===== src/rtl/regfile_write_arbiter_if.sv =====
// Write-port bus between the two writeback requesters and the register file.
// master = requester/register-file side, slave = regfile_write_arbiter.
interface regfile_write_arbiter_if;
  logic        req0_valid;
  logic        req0_ready;
  logic [1:0]  req0_addr;
  logic [15:0] req0_data;
  logic        req1_valid;
  logic        req1_ready;
  logic [1:0]  req1_addr;
  logic [15:0] req1_data;
  logic [1:0]  wr;
  logic [15:0] wd;
  logic        regwrite;
  logic        busy;

  modport master (
    output req0_valid, req0_addr, req0_data,
    output req1_valid, req1_addr, req1_data,
    input  req0_ready, req1_ready,
    input  wr, wd, regwrite, busy
  );

  modport slave (
    input  req0_valid, req0_addr, req0_data,
    input  req1_valid, req1_addr, req1_data,
    output req0_ready, req1_ready,
    output wr, wd, regwrite, busy
  );
endinterface


===== src/rtl/regfile_write_arbiter.sv =====
// Two-requester arbiter for the register file's single write port, one-entry buffer per requester.
// Define REGFILE_ARB_RR_EN for round-robin; otherwise buf0 (load) has fixed priority.
module regfile_write_arbiter (
  input  logic                    clock,
  input  logic                    reset,
  regfile_write_arbiter_if.slave  bus
);
  localparam int ADDR_W = 2;
  localparam int DATA_W = 16;

  logic              buf0_valid_q, buf0_valid_d;
  logic [ADDR_W-1:0] buf0_addr_q,  buf0_addr_d;
  logic [DATA_W-1:0] buf0_data_q,  buf0_data_d;
  logic              buf1_valid_q, buf1_valid_d;
  logic [ADDR_W-1:0] buf1_addr_q,  buf1_addr_d;
  logic [DATA_W-1:0] buf1_data_q,  buf1_data_d;
  logic [ADDR_W-1:0] wr_q,         wr_d;
  logic [DATA_W-1:0] wd_q,         wd_d;
  logic              regwrite_q,   regwrite_d;
`ifdef REGFILE_ARB_RR_EN
  logic              prio_q,       prio_d;
`endif

  logic grant0, grant1;
  logic ready0, ready1;
  logic load0, load1;

  always_comb begin
`ifdef REGFILE_ARB_RR_EN
    grant0 = buf0_valid_q & (~buf1_valid_q | ~prio_q);
`else
    grant0 = buf0_valid_q;
`endif
    grant1 = buf1_valid_q & ~grant0;

    // Ready is a function of registered state only; reset just masks it.
    ready0 = ~reset & (~buf0_valid_q | grant0);
    ready1 = ~reset & (~buf1_valid_q | grant1);

    // Register 0 is hard-wired: such writes are handshaken but never buffered.
    load0 = bus.req0_valid & ready0 & (bus.req0_addr != '0);
    load1 = bus.req1_valid & ready1 & (bus.req1_addr != '0);

    buf0_valid_d = load0 | (buf0_valid_q & ~grant0);
    buf0_addr_d  = load0 ? bus.req0_addr : buf0_addr_q;
    buf0_data_d  = load0 ? bus.req0_data : buf0_data_q;
    buf1_valid_d = load1 | (buf1_valid_q & ~grant1);
    buf1_addr_d  = load1 ? bus.req1_addr : buf1_addr_q;
    buf1_data_d  = load1 ? bus.req1_data : buf1_data_q;

    wr_d       = wr_q;
    wd_d       = wd_q;
    regwrite_d = grant0 | grant1;
    if (grant0) begin
      wr_d = buf0_addr_q;
      wd_d = buf0_data_q;
    end else if (grant1) begin
      wr_d = buf1_addr_q;
      wd_d = buf1_data_q;
    end

`ifdef REGFILE_ARB_RR_EN
    // On a contested grant the pointer moves to the loser.
    prio_d = prio_q;
    if (buf0_valid_q & buf1_valid_q) prio_d = grant0;
`endif
  end

  assign bus.req0_ready = ready0;
  assign bus.req1_ready = ready1;
  assign bus.wr         = wr_q;
  assign bus.wd         = wd_q;
  assign bus.regwrite   = regwrite_q;
  assign bus.busy       = buf0_valid_q | buf1_valid_q | regwrite_q;

  always_ff @(posedge clock) begin
    if (reset) begin
      buf0_valid_q <= 1'b0;
      buf1_valid_q <= 1'b0;
      regwrite_q   <= 1'b0;
      wr_q         <= '0;
      wd_q         <= '0;
`ifdef REGFILE_ARB_RR_EN
      prio_q       <= 1'b0;
`endif
    end else begin
      buf0_valid_q <= buf0_valid_d;
      buf1_valid_q <= buf1_valid_d;
      regwrite_q   <= regwrite_d;
      wr_q         <= wr_d;
      wd_q         <= wd_d;
`ifdef REGFILE_ARB_RR_EN
      prio_q       <= prio_d;
`endif
    end
  end

  // Buffer payload is qualified by its valid bit and needs no reset.
  always_ff @(posedge clock) begin
    buf0_addr_q <= buf0_addr_d;
    buf0_data_q <= buf0_data_d;
    buf1_addr_q <= buf1_addr_d;
    buf1_data_q <= buf1_data_d;
  end
endmodule


===== src/flat_wrapper.sv =====
// flat-port wrapper written by rule: the top's interface ports become plain ports
module regfile_write_arbiter_flat 
  (clock, reset, bus_req0_valid, bus_req0_addr, bus_req0_data, bus_req1_valid, bus_req1_addr, bus_req1_data, bus_req0_ready, bus_req1_ready, bus_wr, bus_wd, bus_regwrite, bus_busy);
  regfile_write_arbiter_if bus_i ();
  input  logic clock;
  input  logic reset;
  input wire logic [$bits(bus_i.req0_valid)-1:0] bus_req0_valid;
  input wire logic [$bits(bus_i.req0_addr)-1:0] bus_req0_addr;
  input wire logic [$bits(bus_i.req0_data)-1:0] bus_req0_data;
  input wire logic [$bits(bus_i.req1_valid)-1:0] bus_req1_valid;
  input wire logic [$bits(bus_i.req1_addr)-1:0] bus_req1_addr;
  input wire logic [$bits(bus_i.req1_data)-1:0] bus_req1_data;
  output wire logic [$bits(bus_i.req0_ready)-1:0] bus_req0_ready;
  output wire logic [$bits(bus_i.req1_ready)-1:0] bus_req1_ready;
  output wire logic [$bits(bus_i.wr)-1:0] bus_wr;
  output wire logic [$bits(bus_i.wd)-1:0] bus_wd;
  output wire logic [$bits(bus_i.regwrite)-1:0] bus_regwrite;
  output wire logic [$bits(bus_i.busy)-1:0] bus_busy;
  assign bus_i.req0_valid = bus_req0_valid;
  assign bus_i.req0_addr = bus_req0_addr;
  assign bus_i.req0_data = bus_req0_data;
  assign bus_i.req1_valid = bus_req1_valid;
  assign bus_i.req1_addr = bus_req1_addr;
  assign bus_i.req1_data = bus_req1_data;
  assign bus_req0_ready = bus_i.req0_ready;
  assign bus_req1_ready = bus_i.req1_ready;
  assign bus_wr = bus_i.wr;
  assign bus_wd = bus_i.wd;
  assign bus_regwrite = bus_i.regwrite;
  assign bus_busy = bus_i.busy;
  regfile_write_arbiter u_core (.clock(clock), .reset(reset), .bus(bus_i));
endmodule

===== config.mk =====
export PLATFORM = sky130hd
export DESIGN_NAME = regfile_write_arbiter_flat
export DESIGN_NICKNAME = d
export VERILOG_FILES = /design/src/rtl/regfile_write_arbiter_if.sv /design/src/rtl/regfile_write_arbiter.sv /design/src/flat_wrapper.sv
export SDC_FILE = /design/constraint.sdc
export NUM_CORES = 1
export LEC_CHECK = 0
export CAP_MARGIN = 40
export CORE_UTILIZATION = 35
export DETAILED_ROUTE_END_ITERATION = 10
export GPL_ROUTABILITY_DRIVEN = 1
export PLACE_DENSITY = 0.65
export SKIP_LAST_GASP = 1
export SYNTH_ARGS = -nofsm -noshare
export SYNTH_HDL_FRONTEND = slang
export SYNTH_SLANG_ARGS = --single-unit
export TNS_END_PERCENT = 30

===== constraint.sdc =====
create_clock -name clock -period 3.3 [get_ports clock]
set_input_delay 0.33 -clock clock [delete_from_list [all_inputs] [get_ports clock]]
set_output_delay 0.33 -clock clock [all_outputs]
set_load 0.02 [all_outputs]

## Word-level counts from Yosys, hierarchy flattened

Index checks and enable logic that the tools add are counted.
W data, S select, Z words.

- Bits in registers: 57
- Input port bits: 40
- Output and inout port bits: 22

- Muxes and demuxes: 4
- Bitwise operators: 16
- Reductions and logical operators: 3

Operator list:

| kind | count |
|---|---|
| $mux W16 | 2 |
| $and A1 B1 Y1 | 7 |
| $reduce_bool A2 Y1 | 3 |
| $or A1 B1 Y1 | 5 |
| $mux W2 | 2 |
| $not A1 Y1 | 4 |

## Logic depth before layout (Yosys ltp)

Gate-level depths: netlist of run 1.

- Word-level depth: 7
- Depth in mapped cells: 4
- Depth with buffers taken out: 2

## Worst setup path before layout of run 1

No wires, ideal clock.

- Path type: register -> register
- From: register u_core.buf1_valid_q
- To: register u_core.buf1_addr_q[0], enable pin
- Setup time: 0.420 ns
- Arrival time: 2.005 ns
- Data required time: 2.880 ns
- Slack: 0.875 ns
- Stages on the path, launching flop included: 5
- Path buffers: 2
- Cell sequence: dfxtp_1 > buf_6 > buf_12 > nand2_1 > nor3b_1

- Word-level cells in the longest chain between the ends: 5
- Elaborated cells between the ends (all ways): 6

RTL lines:

| what | line | RTL |
|---|---|---|
| start: declaration | regfile_write_arbiter.sv:14 | `logic buf1_valid_q, buf1_valid_d;` |
| start signal: assignment | regfile_write_arbiter.sv:88 | `buf1_valid_q <= buf1_valid_d;` |
| $and A1 B1 Y1 / $not A1 Y1 (equally long branches) | regfile_write_arbiter.sv:34, regfile_write_arbiter.sv:38 |  |
| $or A1 B1 Y1 (*) | regfile_write_arbiter.sv:38 | `ready1 = ~reset & (~buf1_valid_q \| grant1);` |
| $and A1 B1 Y1 (*) | regfile_write_arbiter.sv:38 |  |
| $and A1 B1 Y1 (*) (2 in series) | regfile_write_arbiter.sv:42 | `load1 = bus.req1_valid & ready1 & (bus.req1_addr != '0);` |
| named net u_core.load1 | regfile_write_arbiter.sv:26 | `logic load0, load1;` |
| end signal: assignment | regfile_write_arbiter.sv:102 | `buf1_addr_q <= buf1_addr_d;` |
| end: declaration | regfile_write_arbiter.sv:15 | `logic [ADDR_W-1:0] buf1_addr_q, buf1_addr_d;` |

The timed path passes the listed nets; every way through them passes the cells marked *.
A chain may end at the register's enable or synchronous reset.

## Worst setup path after layout of run 1

- From: register u_core.buf0_valid_q
- To: output port bus_busy

- Word-level cells in the longest chain between the ends: 2

RTL lines:

| what | line | RTL |
|---|---|---|
| start: declaration | regfile_write_arbiter.sv:11 | `logic buf0_valid_q, buf0_valid_d;` |
| start signal: assignment | regfile_write_arbiter.sv:87 | `buf0_valid_q <= buf0_valid_d;` |
| $or A1 B1 Y1 (2 in series) | regfile_write_arbiter.sv:74 | `assign bus.busy = buf0_valid_q \| buf1_valid_q \| regwrite_q;` |
| end: declaration | flat_wrapper.sv:18 | `output wire logic [$bits(bus_i.busy)-1:0] bus_busy;` |

No other way between the ends.

==> results of run 1 <==
==> final timing paths <==
kind                                                   endpoint  slack (ps)  cells after the start
worst max-delay path                                   bus_busy        1130                      2
worst min-delay path            u_core.buf0_data_q[6]$_DFFE_PP_         550                      1
worst max register to register  u_core.buf1_data_q[7]$_DFFE_PP_        1700                      4
worst min register to register   u_core.bus.wd[15]$_SDFFE_PP0P_         560                      2
==> metal layers <==
layer / up-vias / routed length [um] / track usage
met5: - / 0 / 0
met3: 12 / 137 / 0.03333
li1: 622 / - / -
met4: 0 / 153 / 0.1418
met2: 38 / 2094 / 0.2397
met1: 601 / 1642 / 0.1477
==> critical path, delay by kind of cell, from the launching register on <==
kind | cells | cell delay, ps
flip-flops | 1 | 710
AND/OR/NAND/NOR | 1 | 200
buffers and inverters | 1 | 600
==> where the power goes <==
part | internal, W | total, W | leakage, nW | switching, W
Sequential | 0.000805 | 0.000825 | 0.508 | 0.0000202
Combinational | 0.000105 | 0.000187 | 0.408 | 0.0000820
Clock | 0.000388 | 0.000642 | 0.103 | 0.000255
Total | 0.00130 | 0.00166 | 1.02 | 0.000357
==> cells by family (layout without fill, tap and decap cells) <==
family | after synthesis | after routing
simple gates | 23 | 23
mux | 18 | 18
compound gates | 23 | 23
flops | 57 | 57
buf+inv | 10 | 82
==> layout by cell type (no fill, tap or decap) <==
master,Yosys,layout
sky130_fd_sc_hd__a211oi_1,17,17
sky130_fd_sc_hd__a211oi_2,1,1
sky130_fd_sc_hd__a21oi_1,2,2
sky130_fd_sc_hd__buf_4,0,3
sky130_fd_sc_hd__bufinv_16,0,1
sky130_fd_sc_hd__clkbuf_1,4,2
sky130_fd_sc_hd__clkbuf_8,0,11
sky130_fd_sc_hd__clkdlybuf4s50_1,0,61
sky130_fd_sc_hd__clkinv_2,0,2
sky130_fd_sc_hd__dfxtp_1,21,21
sky130_fd_sc_hd__edfxtp_1,36,36
sky130_fd_sc_hd__inv_1,1,1
sky130_fd_sc_hd__inv_2,1,1
sky130_fd_sc_hd__mux2i_1,18,18
sky130_fd_sc_hd__nand2_1,1,1
sky130_fd_sc_hd__nor2_1,2,2
sky130_fd_sc_hd__nor2b_1,18,18
sky130_fd_sc_hd__nor3b_2,0,1
sky130_fd_sc_hd__o211a_1,2,2
sky130_fd_sc_hd__o21ai_0,1,1
sky130_fd_sc_hd__or3_1,1,1
==> state kept, by name (all words and copies together), names as in the netlist <==
name	count
u_core.buf0_data_q	16
u_core.buf1_valid_q	1
u_core.bus.wd	16
u_core.bus.wr	2
u_core.buf1_data_q	16
u_core.buf0_valid_q	1
u_core.bus.regwrite	1
u_core.buf0_addr_q	2
u_core.buf1_addr_q	2
==> final cells by class <==
type / instances / area [sq um]
clock buffers: 13 / 158.9
flip-flops and latches: 57 / 1501
inverters: 2 / 7.507
well taps: 72 / 90.09
multi-input cells: 64 / 498.0
fillers: 495 / 2679
repair buffers: 64 / 633.1
clock inverters: 3 / 40.04
==> through the flow <==
stage                     hold WS (ps)  setup WS, ps    util  instance area (sq um)  instances
after floorplan                  402.8         874.8       -                   2073        131
after detailed placement         552.3          1237  0.4868                   2730        259
final                            552.6          1135  0.5223                   2929        275
after global placement           554.5          1254  0.4868                   2730        259
after CTS                        535.9          1061  0.5223                   2929        275
after global routing             540.6         996.6  0.5223                   2929        275
==> flow_summary.toml, run 1 <==
[die]
chip_height_um = 78.97
pin_count = 62
initial_core_util = 0.3697
fp.dieArea_sq_um = 6235
core.rowCount = 27
floorplan.die.width_um = 78.97
core_area_sq_um = 5608

[power_and_ir_drop]
pwr_density_cell_nw_per_um2 = 565.1
p_leak_nw = 1.019
power.ir.vdd_worst_mv = 0.2614
post-layout-total-power_w = 0.001655

[detailed_routing]
starting_drc_count_in_detailed_routing = 70
dr_total_vias = 1273
drt_first_pass_iters = 4
viasPerCell = 4.629
drt_drc_violations_left = 0
wirelength_um = 4028
drtAntennaViolNets = 0
routed_wire_length_per_instance_um = 14.65

[clock_tree]
ctsLongestPathBuffers = 2
htreeDepth = 3
holdBufCountCts = 0
numCtsBuffers = 9
cts_setup_buffers = 0
clk_transition_reported_paths_ps = 60
root_buffer = "sky130_fd_sc_hd__clkbuf_8"
clk-insertion-delay-late_ps = 330
numClockSinks = 57
cts_tree = "yes"
post_cts.resized_instances = 0

[yosys]
yosys-mux-area-fraction = 0.08690
synth_common_cells = "36 x sky130_fd_sc_hd__edfxtp_1, 21 x sky130_fd_sc_hd__dfxtp_1, 18 x sky130_fd_sc_hd__mux2i_1, 18 x sky130_fd_sc_hd__nor2b_1, 17 x sky130_fd_sc_hd__a211oi_1"
synth-simple-area-share = 0.06639
synth-compound-area-share = 0.08449
async_flop_share = 0
synth.ff_latch_count = 57
synth_top_family_by_area = "multiplexers"
post_synthesis_instance_area_sq_um = 2073
yosys.area.top_type = "sky130_fd_sc_hd__edfxtp_1"
number_of_flops_mapped_to_enable_cells_by_yosys = 36
netlist.area_leader.share = 0.5214
synth_sequential_area_ratio = 0.7242
synth_fa_ha_area_frac = 0
synth.top_cells.by_area = "sky130_fd_sc_hd__edfxtp_1 52%, sky130_fd_sc_hd__dfxtp_1 20%, sky130_fd_sc_hd__mux2i_1 8.7%, sky130_fd_sc_hd__a211oi_1 6.2%, sky130_fd_sc_hd__nor2b_1 5.4%"
synth-xor-area-share = 0
synth_cell_type_count = 19
syn_nets = 171
synthCells = 131
yosys_most_used_dff = "sky130_fd_sc_hd__edfxtp_1"
yosys.cell_count.top_type = "sky130_fd_sc_hd__edfxtp_1"
post_synth.cell_area_avg_sq_um = 15.83
synth.yosys.warnings = 0

[critical_path]
criticalPathCategory = "reg -> out"
crit_path_cell_trace = "or3_1 > clkdlybuf4s50_1"
critical_path_required_ps = 2970
start_kind = "flop"
crit_arrival_ps = 1840
worst_path_max_delay_cell = "sky130_fd_sc_hd__dfxtp_1"
crit_path_end_kind = "output port"
r2r-start = "u_core.buf1_valid_q$_SDFF_PP0_"
crit_fanout = 23
slowest_delay_ps = 710
setup.worst_path.start = "u_core.buf0_valid_q$_SDFF_PP0_"

[sta]
timing.final.setup_violations = 0
timing.setup.tns_ps = 0
crit_share_post_route = 0.6562
post-route-min-period_ps = 2165
worst-slew-pin-transition_ps = 690.1
max_freq_mhz = 461.8
report.final.slew_viol_count = 0
max_slew_margin = 0.5399
rsz0062_at_grt = "no"
clock-skew-final_ps = 6.816
hold_viol = 0

[cells_and_area]
area.growth.synth_to_final_pct = 41.28
count_of_antenna_diodes_in_the_layout = 0
post_route_cells_drive_above_1_share = 0.09852
final_nets = 238

[job]
cap_viol_max_count = 0

[place]
gpl.final_weighted_congestion = 0.7474
post-dp-hpwl_um = 2723
number_of_input_and_output_port_buffers_inserted = 61

[global_route]
grt_max_degree = 24
grtUsageTotal = 0.1446
first_pass_grt_wire_length_um = 6472
grt_pass1_vias = 1395
global_route.overflow_total = 0
antenna_violations_before_repair = 0

[worst_hold_path]
timing.hold.worst.class = "in -> reg"
min-delay-start = "bus_req0_data[6]"

[outcome]
outcome = "finished, final reports clean"
No activity file was read; power rests on OpenSTA's default activity.
==> run 2: changes to the inputs <==
Clock period 3.3 ns to 2.2 ns, I/O delays scaled along.
==> flow_summary.toml, run 2 (synthesis gave the netlist of run 1 again) <==
[critical_path]
crit_path_cell_trace = "or3_1 > clkdlybuf4s50_1"
critical_path_required_ps = 1980
worst_path_max_delay_cell = "sky130_fd_sc_hd__clkdlybuf4s50_1"
slowest_delay_ps = 540
criticalPathCategory = "reg -> out"
start_kind = "flop"
worstPathBufferInverterCount = 1
worst_path_dominant_cell_family = "buffers and inverters"
crit_path_end_kind = "output port"
crit_fanout = 9
crit_arrival_ps = 1640

[sta]
rsz0062_at_grt = "no"
post-route-min-period_ps = 1864
max_slew_margin = 0.7584
hold_viol = 0
worst-slew-pin-transition_ps = 358.6
finalWorstSetupSlack_ps = 336.1
clock-skew-final_ps = 7.971
report.final.slew_viol_count = 0
timing.setup.tns_ps = 0
crit_share_post_route = 0.8472
timing.final.setup_violations = 0
max_freq_mhz = 536.5

[clock_tree]
ctsLongestPathBuffers = 2
root_buffer = "sky130_fd_sc_hd__clkbuf_8"
cts_setup_buffers = 0
htreeDepth = 3
numClockSinks = 57
holdBufCountCts = 0
clk_transition_reported_paths_ps = 60
numCtsBuffers = 9
cts_tree = "yes"
clk-insertion-delay-late_ps = 320
post_cts.resized_instances = 0

[die]
fp.dieArea_sq_um = 6235
core_area_sq_um = 5608
initial_core_util = 0.3697
chip_height_um = 78.97
pin_count = 62
core.rowCount = 27
floorplan.die.width_um = 78.97

[place]
number_of_input_and_output_port_buffers_inserted = 61
gpl.final_weighted_congestion = 0.7651
post-dp-hpwl_um = 3014
dpl_worst_slack_ps = 505.6
placed_cell_area_sq_um = 2760

[global_route]
first_pass_grt_wire_length_um = 6624
grt_pass1_vias = 1352
grt_max_degree = 22
global_route.overflow_total = 0
grtUsageTotal = 0.1469
antenna_violations_before_repair = 0

[cells_and_area]
postLayoutCellArea_sq_um = 2969
number_of_fillers_in_the_final_layout = 508
final_nets = 242
area.growth.synth_to_final_pct = 43.21
layout.cells.most_common_list = "61 x sky130_fd_sc_hd__clkdlybuf4s50_1, 36 x sky130_fd_sc_hd__edfxtp_1, 21 x sky130_fd_sc_hd__dfxtp_1"
post_route_cells_drive_above_1_share = 0.1068
count_of_antenna_diodes_in_the_layout = 0
final_common_cell = "sky130_fd_sc_hd__clkdlybuf4s50_1"

[power_and_ir_drop]
power_frac_comb = 0.114
internal_power_w = 0.002025
netSwitchingFraction = 0.2048
p_seq_frac = 0.486
p_leak_nw = 1.041
p_switching_w = 0.0005217
post-layout-total-power_w = 0.002547
pwr_density_cell_nw_per_um2 = 857.8
power.ir.vdd_worst_mv = 0.4172
clock_power_share = 0.400

[job]
cap_viol_max_count = 0

[detailed_routing]
drtAntennaViolNets = 0
drt_drc_violations_left = 0
viasPerCell = 4.651
starting_drc_count_in_detailed_routing = 63
wirelength_um = 4216
dr_total_vias = 1293
drt_first_pass_iters = 4
routed_wire_length_per_instance_um = 15.17

[outcome]
outcome = "finished, final reports clean"

[worst_hold_path]
timing.hold.worst.class = "in -> reg"
-- run 2: worst register-to-register path: stages (launching register included) --
cell and delay [ps]:
sky130_fd_sc_hd__dfxtp_1 450, sky130_fd_sc_hd__buf_4 350, sky130_fd_sc_hd__nand2_1 110, sky130_fd_sc_hd__nor3b_2 170
sky130_fd_sc_hd__buf_4 200
-- run 2: layout make-up --
cell class | count | area [sq um] | share of cell area
Sequential cell | 57 | 1501 | 0.5057
Timing Repair Buffer | 68 | 663.1 | 0.2233
Multi-Input combinational cell | 64 | 498.0 | 0.1677
Clock buffer | 11 | 141.4 | 0.04762
Tap cell | 72 | 90.09 | 0.03034
Clock inverter | 4 | 67.56 | 0.02276
Inverter | 2 | 7.507 | 0.002528
-- run 2: through the flow --
stage                     hold slack [ps]  cells    util
final                               447.9    278  0.5295
after global routing                438.2    278  0.5295
after CTS                           430.4    278  0.5295
after detailed placement            556.4    263  0.4922
after global placement              550.1    263  0.4922
after floorplan                     292.8    131       -
-- run 2: path summary, 6_finish.rpt --
check	slack, ps	from	end	cells after the start
hold reg to reg	560	u_core.bus.wd[11]$_SDFFE_PP0P_	u_core.bus.wd[11]$_SDFFE_PP0P_	2
hold / removal	450	bus_req0_data[1]	u_core.buf0_data_q[1]$_DFFE_PP_	1
setup reg to reg	680	u_core.buf1_valid_q$_SDFF_PP0_	u_core.buf1_data_q[5]$_DFFE_PP_	4
setup / recovery	340	u_core.buf0_valid_q$_SDFF_PP0_	bus_busy	2
-- run 2: per-layer routing --
metal / GRT usage / part of all wire / wire (um) / up-vias
li1: - / - / - / 633
met1: 0.1648 / 0.41 / 1738 / 604
met5: 0 / 0 / 0 / -
met3: 0.02989 / 0.037 / 156 / 15
met2: 0.2397 / 0.51 / 2153 / 41
met4: 0.1218 / 0.040 / 168 / 0
-- run 2: power by group through the flow --
stage	logic [W]	clock network [W]	registers (W)
after floorplan	0.000104	0	0.00129
after global placement	0.000288	0	0.00126
after detailed placement	0.000293	0	0.00126
after CTS	0.000294	0.00105	0.00124
after global routing	0.000308	0.00109	0.00124
final	0.000290	0.00102	0.00124
